**src/rtl/program_counter_pkg.sv**
```systemverilog
// Shared constants for the program counter: default bus width, reset vector
// and the instruction size that defines word alignment.
package program_counter_pkg;

  localparam int          WORD_LEN     = 32;
  localparam logic [31:0] RESET_VECTOR = 32'h0000_0000;
  localparam int          INSTR_BYTES  = 4;
  // Number of low address bits that must be zero for an aligned instruction.
  localparam int          ALIGN_BITS   = $clog2(INSTR_BYTES);

endpackage : program_counter_pkg

```
**src/rtl/pc_align_check.sv**
```systemverilog
// Word-alignment helper for the program counter. Clears the low address bits
// of the incoming value and keeps a registered flag recording whether the most
// recent load was misaligned. Only instantiated when PC_ALIGN_CHECK_EN is set.
module pc_align_check
  import program_counter_pkg::*;
#(
  parameter int WORD_LEN = program_counter_pkg::WORD_LEN
) (
  input  logic                clk,
  input  logic                reset,
  input  logic                enable,
  input  logic [WORD_LEN-1:0] new_pc,
  output logic [WORD_LEN-1:0] aligned_pc,
  output logic                misaligned
);

  logic misaligned_next;

  // Force the low bits to zero and flag any that were set.
  always_comb begin
    aligned_pc      = {new_pc[WORD_LEN-1:ALIGN_BITS], {ALIGN_BITS{1'b0}}};
    misaligned_next = |new_pc[ALIGN_BITS-1:0];
  end

  // The flag follows the PC register: cleared on reset, updated on a load, held otherwise.
  always_ff @(posedge clk) begin
    if (reset) begin
      misaligned <= 1'b0;
    end else if (enable) begin
      misaligned <= misaligned_next;
    end
  end

endmodule : pc_align_check

```
**src/rtl/program_counter.sv**
```systemverilog
// Program counter register: loads the caller-supplied next PC on enable,
// holds otherwise, and returns to RESET_VECTOR on a synchronous reset.
// No arithmetic is done here; the fetch/branch logic computes the next value.
// Optional feature macro: PC_ALIGN_CHECK_EN (adds word alignment and the
// pc_misaligned output).
module program_counter
  import program_counter_pkg::*;
#(
  parameter int                  WORD_LEN     = program_counter_pkg::WORD_LEN,
  parameter logic [WORD_LEN-1:0] RESET_VECTOR = program_counter_pkg::RESET_VECTOR[WORD_LEN-1:0]
) (
  input  logic                clk,
  input  logic                reset,
  input  logic                enable,
  input  logic [WORD_LEN-1:0] newPC,
`ifdef PC_ALIGN_CHECK_EN
  output logic [WORD_LEN-1:0] PC,
  output logic                pc_misaligned
`else
  output logic [WORD_LEN-1:0] PC
`endif
);

  logic [WORD_LEN-1:0] load_value;

`ifdef PC_ALIGN_CHECK_EN
  pc_align_check #(
    .WORD_LEN (WORD_LEN)
  ) u_align (
    .clk        (clk),
    .reset      (reset),
    .enable     (enable),
    .new_pc     (newPC),
    .aligned_pc (load_value),
    .misaligned (pc_misaligned)
  );
`else
  assign load_value = newPC;
`endif

  // PC register: reset has priority over a load; no load means hold.
  always_ff @(posedge clk) begin
    if (reset) begin
      PC <= RESET_VECTOR;
    end else if (enable) begin
      PC <= load_value;
    end
  end

endmodule : program_counter

```
**config.mk**
```make
export PLATFORM = sky130hd
export DESIGN_NAME = program_counter
export DESIGN_NICKNAME = d
export VERILOG_FILES = /design/src/rtl/program_counter_pkg.sv /design/src/rtl/pc_align_check.sv /design/src/rtl/program_counter.sv
export SDC_FILE = /design/constraint.sdc
export NUM_CORES = 1
export LEC_CHECK = 0
export CAP_MARGIN = 20
export CORE_MARGIN = 2
export CORE_UTILIZATION = 40
export DETAILED_ROUTE_END_ITERATION = 8
export PLACE_DENSITY = 0.95
export SETUP_SLACK_MARGIN = 0.02
export SLEW_MARGIN = 20
export SYNTH_ARGS = -nofsm -noshare
export SYNTH_HDL_FRONTEND = slang
export SYNTH_SLANG_ARGS = --single-unit
```
**constraint.sdc**
```tcl
create_clock -name clk -period 2.5 [get_ports clk]
set_input_delay 0.75 -clock clk [delete_from_list [all_inputs] [get_ports clk]]
set_output_delay 0.75 -clock clk [all_outputs]
set_load 0.03 [all_outputs]
```
==> results.tsv, run 1 <==
metric	value	unit
status	finished clean	
cts.clk_slew.worst_paths	0.09	ns
die_h	57.94	µm
tightestPinTransition	0.4453	ns
min_period	2.121	ns
place_congestion	0.7714	
wl_per_cell	13.47	µm
path_buf_inv	1	
dieArea	3356	µm²
worst_setup_path_end_kind	output port	
fmax	471.5	MHz
cts_buffer_depth	2	
postPlaceCellArea	1803	µm²
antenna_found_initial	0	
worst_ep_required_time	1.75	ns
grt_overflow_total	0	
grt_pass1_wl	4.478	mm
worstPathArrival	1.37	ns
largest_registers	PC: 32 flops	
rsz0062_at_grt	no	
synth_top_cell_by_area	dfxtp_1	
vias_per_cell	4.626	
crit_type	flip-flop to output port	
vias	939	
syn_nets	138	
layout.nets	206	
drtAntennaViolNets	0	
seq_area_frac_synth	55.05	%
cts_tree	yes	
regMostFlops	PC	
post_cts_resized	0	
leakage	0.8242	nW
start_util	42.20	%
largest_reg_flops	32	
yosysTopAreaCellShare	55.05	%
drt_first_pass_iters	3	
relSlewSlack	70.31	%
peakVddDrop	527.3	µV
portBuffers	66	
nFillCells	231	
setup_viol	0	
grt_max_degree	33	
max_cap_violations	0	
cts-buffers-inserted	5	
grt_util_all_layers	18.19	%
drt_iter0_drc	28	
cts_setup_buffers	0	
critPathTopFamily	buffers and inverters	
cts.sinks	32	
synth_area_per_cell	11.30	µm²
clock_skew	0	ns
synth_seq_cells	32	
p_per_area	648.1	nW/µm²
clkLatencyLatePin	0.32	ns
cts_root_buf	clkbuf_4	
setup_tns	0	ns
hold_path_class	flip-flop to flip-flop	
first_global_vias	962	
antenna_cells	0	
met3_length	218	µm
hold_viol	0	
routed_wl	2.735	mm
maxSlewViolCount	0	
design_area	1898	µm²
yosysWarnings	0	
finalCritPeriodShare	84.84	%
cp_cell_sequence	clkdlybuf4s50_1	
worstPathMaxFanout	2	
die_w	57.94	µm
route.detailed.drc	0	
hpwl	2.113	mm
holdBufCountCts	0	
area_delta_synth_final	63.12	%
synth_area	1164	µm²
yosys.cell_types.count	6	
startpoint_type	flip-flop	
cp_slowest_cell	clkdlybuf4s50_1	
pin_count	67	
slowest_delay	0.69	ns
routed.top_layer	met4	
met2_length	1.431	mm
h-tree-depth	2	
wl_met1	1.039	mm
num_rows	19	
ys_top_cells_by_area	dfxtp_1, mux2i_1, nor2_1, buf_12, buf_6	
drive_gt1_share	6.395	%
core	2758	µm²
synth_cells	103	
-- per-stage QoR --
stage | cells | utilization [%] | worst slack (ns) | power (mW) | hold WS, ns
2_1_floorplan | 103 | - | 1.157 | 0.6968 | 0.6299
3_3_place_gp | 195 | 65.38 | 0.7566 | 0.8051 | 0.4709
3_5_place_dp | 195 | 65.38 | 0.7073 | 0.8134 | 0.4872
4_1_cts | 203 | 68.83 | 0.3595 | 1.248 | 0.5082
5_1_grt | 203 | 68.83 | 0.3197 | 1.284 | 0.5323
6_report | 203 | 68.83 | 0.3791 | 1.230 | 0.4982
-- Yosys cell counts --
cell type and instances:
buf_6 1, mux2i_1 32, nor2_1 32, clkbuf_1 3, dfxtp_1 32, buf_12 3
-- layer usage --
| metal | GRT usage, % | vias to the layer above |
|---|---|---|
| met2 | 32.14 | 41 |
| li1 | - | 471 |
| met3 | 7.366 | 6 |
| met5 | 0 | - |
| met4 | 6.977 | 0 |
| met1 | 19.30 | 421 |
-- cell families after synthesis --
logic type | synth area share, %
flops | 55.05
simple gates | 10.32
mux | 27.53
buf+inv | 7.097
-- cells in the final DEF (no fill, tap or decap), drive strengths merged --
cell type and instances:
buf 3, bufinv 1, clkbuf 7, clkdlybuf4s50 65
dfxtp 32, mux2i 32, nor2 32
-- worst paths after layout --
path,startpoint,end,slack (ns),cells after the start
max,PC[4]$_SDFFE_PP0P_,PC[4],0.38,1
min,PC[20]$_SDFFE_PP0P_,PC[20]$_SDFFE_PP0P_,0.50,2
max reg2reg,PC[0]$_SDFFE_PP0P_,PC[0]$_SDFFE_PP0P_,1.86,2
min reg2reg,PC[20]$_SDFFE_PP0P_,PC[20]$_SDFFE_PP0P_,0.50,2
-- power breakdown --
part	internal [mW]	leakage [nW]	switching, mW
Combinational	0.127	0.508	0.117
Clock	0.265	0.0515	0.165
Sequential	0.540	0.264	0.0149
Total	0.933	0.824	0.297
-- area by class of cell --
class / instances / area, µm² / area share, %
multi-input cells: 64 / 440.4 / 23.20
flip-flops and latches: 32 / 640.6 / 33.75
repair buffers: 68 / 683.2 / 35.99
clock inverters: 1 / 30.03 / 1.582
clock buffers: 7 / 65.06 / 3.428
well taps: 31 / 38.79 / 2.044
Power figures use the tool's default switching activity.
==> run 2: changes to the inputs <==
Settings changed: CORE_UTILIZATION 40 to 37, PLACE_DENSITY 0.95 to 0.89.
Clock period 2.5 ns to 2 ns, I/O delays scaled along.
==> run 2 against run 1 <==
Net effect: clock skew unchanged; sequential power increased by 25%; register-to-register slack got worse by 0.52 ns; flip-flop and latch count unchanged; combinational power increased by 22%; via count unchanged; final area increased by 2.8%; critical path depth unchanged; die area increased by 7.5%; non-clock buffer count unchanged; final cell count increased by 6.4%; global-route usage decreased by 2.3 points; critical endpoint is now PC[10]; highest routed layer unchanged.
==> results.tsv, run 2 (synthesis results as in run 1) <==
metric	value	unit
status	finished clean	
peakVddDrop	512.8	µV
worst_setup_path_end_kind	output port	
startpoint_type	flip-flop	
critPathTopFamily	buffers and inverters	
start_util	38.43	%
cts_tree	yes	
drt_iter0_drc	45	
setup_viol	0	
first_global_vias	941	
nFillCells	246	
place_congestion	0.6171	
cp_slowest_cell	clkdlybuf4s50_1	
layout_common_cells	clkdlybuf4s50_1, dfxtp_1, mux2i_1, nor2_1, dlymetal6s2s_1	
grt_overflow_total	0	
worstPathMaxFanout	2	
largest_reg_flops	32	
die_h	60.08	µm
tightestPinTransition	0.3435	ns
hold_path_class	flip-flop to flip-flop	
layout.nets	206	
slowest_delay	0.67	ns
min_period	1.930	ns
clkLatencyLatePin	0.32	ns
antenna_found_initial	0	
leakage	1.180	nW
setup_tns	0	ns
holdBufCountCts	0	
h-tree-depth	2	
cp_cell_sequence	clkdlybuf4s50_1	
multi_input_area	440.4	µm²
worst_ep_required_time	1.40	ns
num_rows	20	
hold_viol	0	
die_w	60.08	µm
drt_first_pass_iters	3	
largest_registers	PC: 32 flops	
report.power.total	1.460	mW
cts-buffers-inserted	5	
vias_per_cell	4.347	
route.detailed.drc	0	
clock_skew	0	ns
grt_pass1_wl	4.146	mm
mostFrequentLayoutCell	clkdlybuf4s50_1	
fmax	518.1	MHz
grt_util_all_layers	15.85	%
cts.sinks	32	
drtAntennaViolNets	0	
cts.clk_slew.worst_paths	0.09	ns
cts_root_buf	clkbuf_4	
finalCritPeriodShare	96.51	%
regMostFlops	PC	
portBuffers	66	
pin_count	67	
layout_setup_ws	0.06978	ns
pre_cts_slack	0.3720	ns
seq_area	640.6	µm²
antenna_cells	0	
hpwl	1.969	mm
crit_type	flip-flop to output port	
core	3028	µm²
maxSlewViolCount	0	
p_per_area	748.3	nW/µm²
max_cap_violations	0	
routed_wl	2.632	mm
area_delta_synth_final	67.63	%
wl_per_cell	12.19	µm
vias	939	
drive_gt1_share	5.814	%
relSlewSlack	77.06	%
cts_buffer_depth	2	
worstPathArrival	1.33	ns
path_buf_inv	1	
dieArea	3610	µm²
rsz0062_at_grt	no	
grt_max_degree	33	
-- run 2: worst paths after layout --
| check | startpoint | cells past startpoint | end | slack (ns) |
|---|---|---|---|---|
| setup / recovery | PC[10]$_SDFFE_PP0P_ | 1 | PC[10] | 0.07 |
| hold / removal | PC[0]$_SDFFE_PP0P_ | 2 | PC[0]$_SDFFE_PP0P_ | 0.50 |
| setup reg to reg | PC[5]$_SDFFE_PP0P_ | 2 | PC[5]$_SDFFE_PP0P_ | 1.34 |
| hold reg to reg | PC[0]$_SDFFE_PP0P_ | 2 | PC[0]$_SDFFE_PP0P_ | 0.50 |
-- run 2: final cells by class --
cell class | count | area share [%]
Sequential cell | 32 | 32.84
Multi-Input combinational cell | 64 | 22.58
Tap cell | 44 | 2.822
Timing Repair Buffer | 68 | 37.84
Clock inverter | 2 | 1.796
Clock buffer | 6 | 2.117
-- run 2: where the power goes --
| group | switching [mW] | total, mW | internal (mW) |
|---|---|---|---|
| Clock | 0.206 | 0.468 | 0.262 |
| Combinational | 0.146 | 0.299 | 0.153 |
| Sequential | 0.0171 | 0.692 | 0.675 |
| Total | 0.370 | 1.46 | 1.09 |
-- run 2: repair_timing --
action	in CTS	in global routing
resized for setup	2	23
setup buffers	0	0
cloned	0	0
setup endpoints to repair	2	23
-- run 2: worst reg2reg max path: stages (launching register included) --
cell and delay [ns]:
dfxtp_1 0.33, mux2i_1 0.14, nor2_1 0.07
-- run 2: routing by layer --
layer	vias to the layer above	share of wire, %	GRT usage [%]
met4	0	2.5	10.48
met5	-	0	0
met2	42	50	27.33
met3	7	6.9	3.463
li1	476	-	-
met1	414	40	17.20
-- run 2: metrics by stage --
step	area, µm²	hold slack, ns	util [%]	std cells
final	1951	0.4968	64.42	216
after global routing	1951	0.5220	64.42	216
after CTS	1893	0.5057	62.52	216
after detailed placement	1819	0.4832	60.08	208
after global placement	1819	0.4734	60.08	208
after floorplan	1164	0.6299	-	103
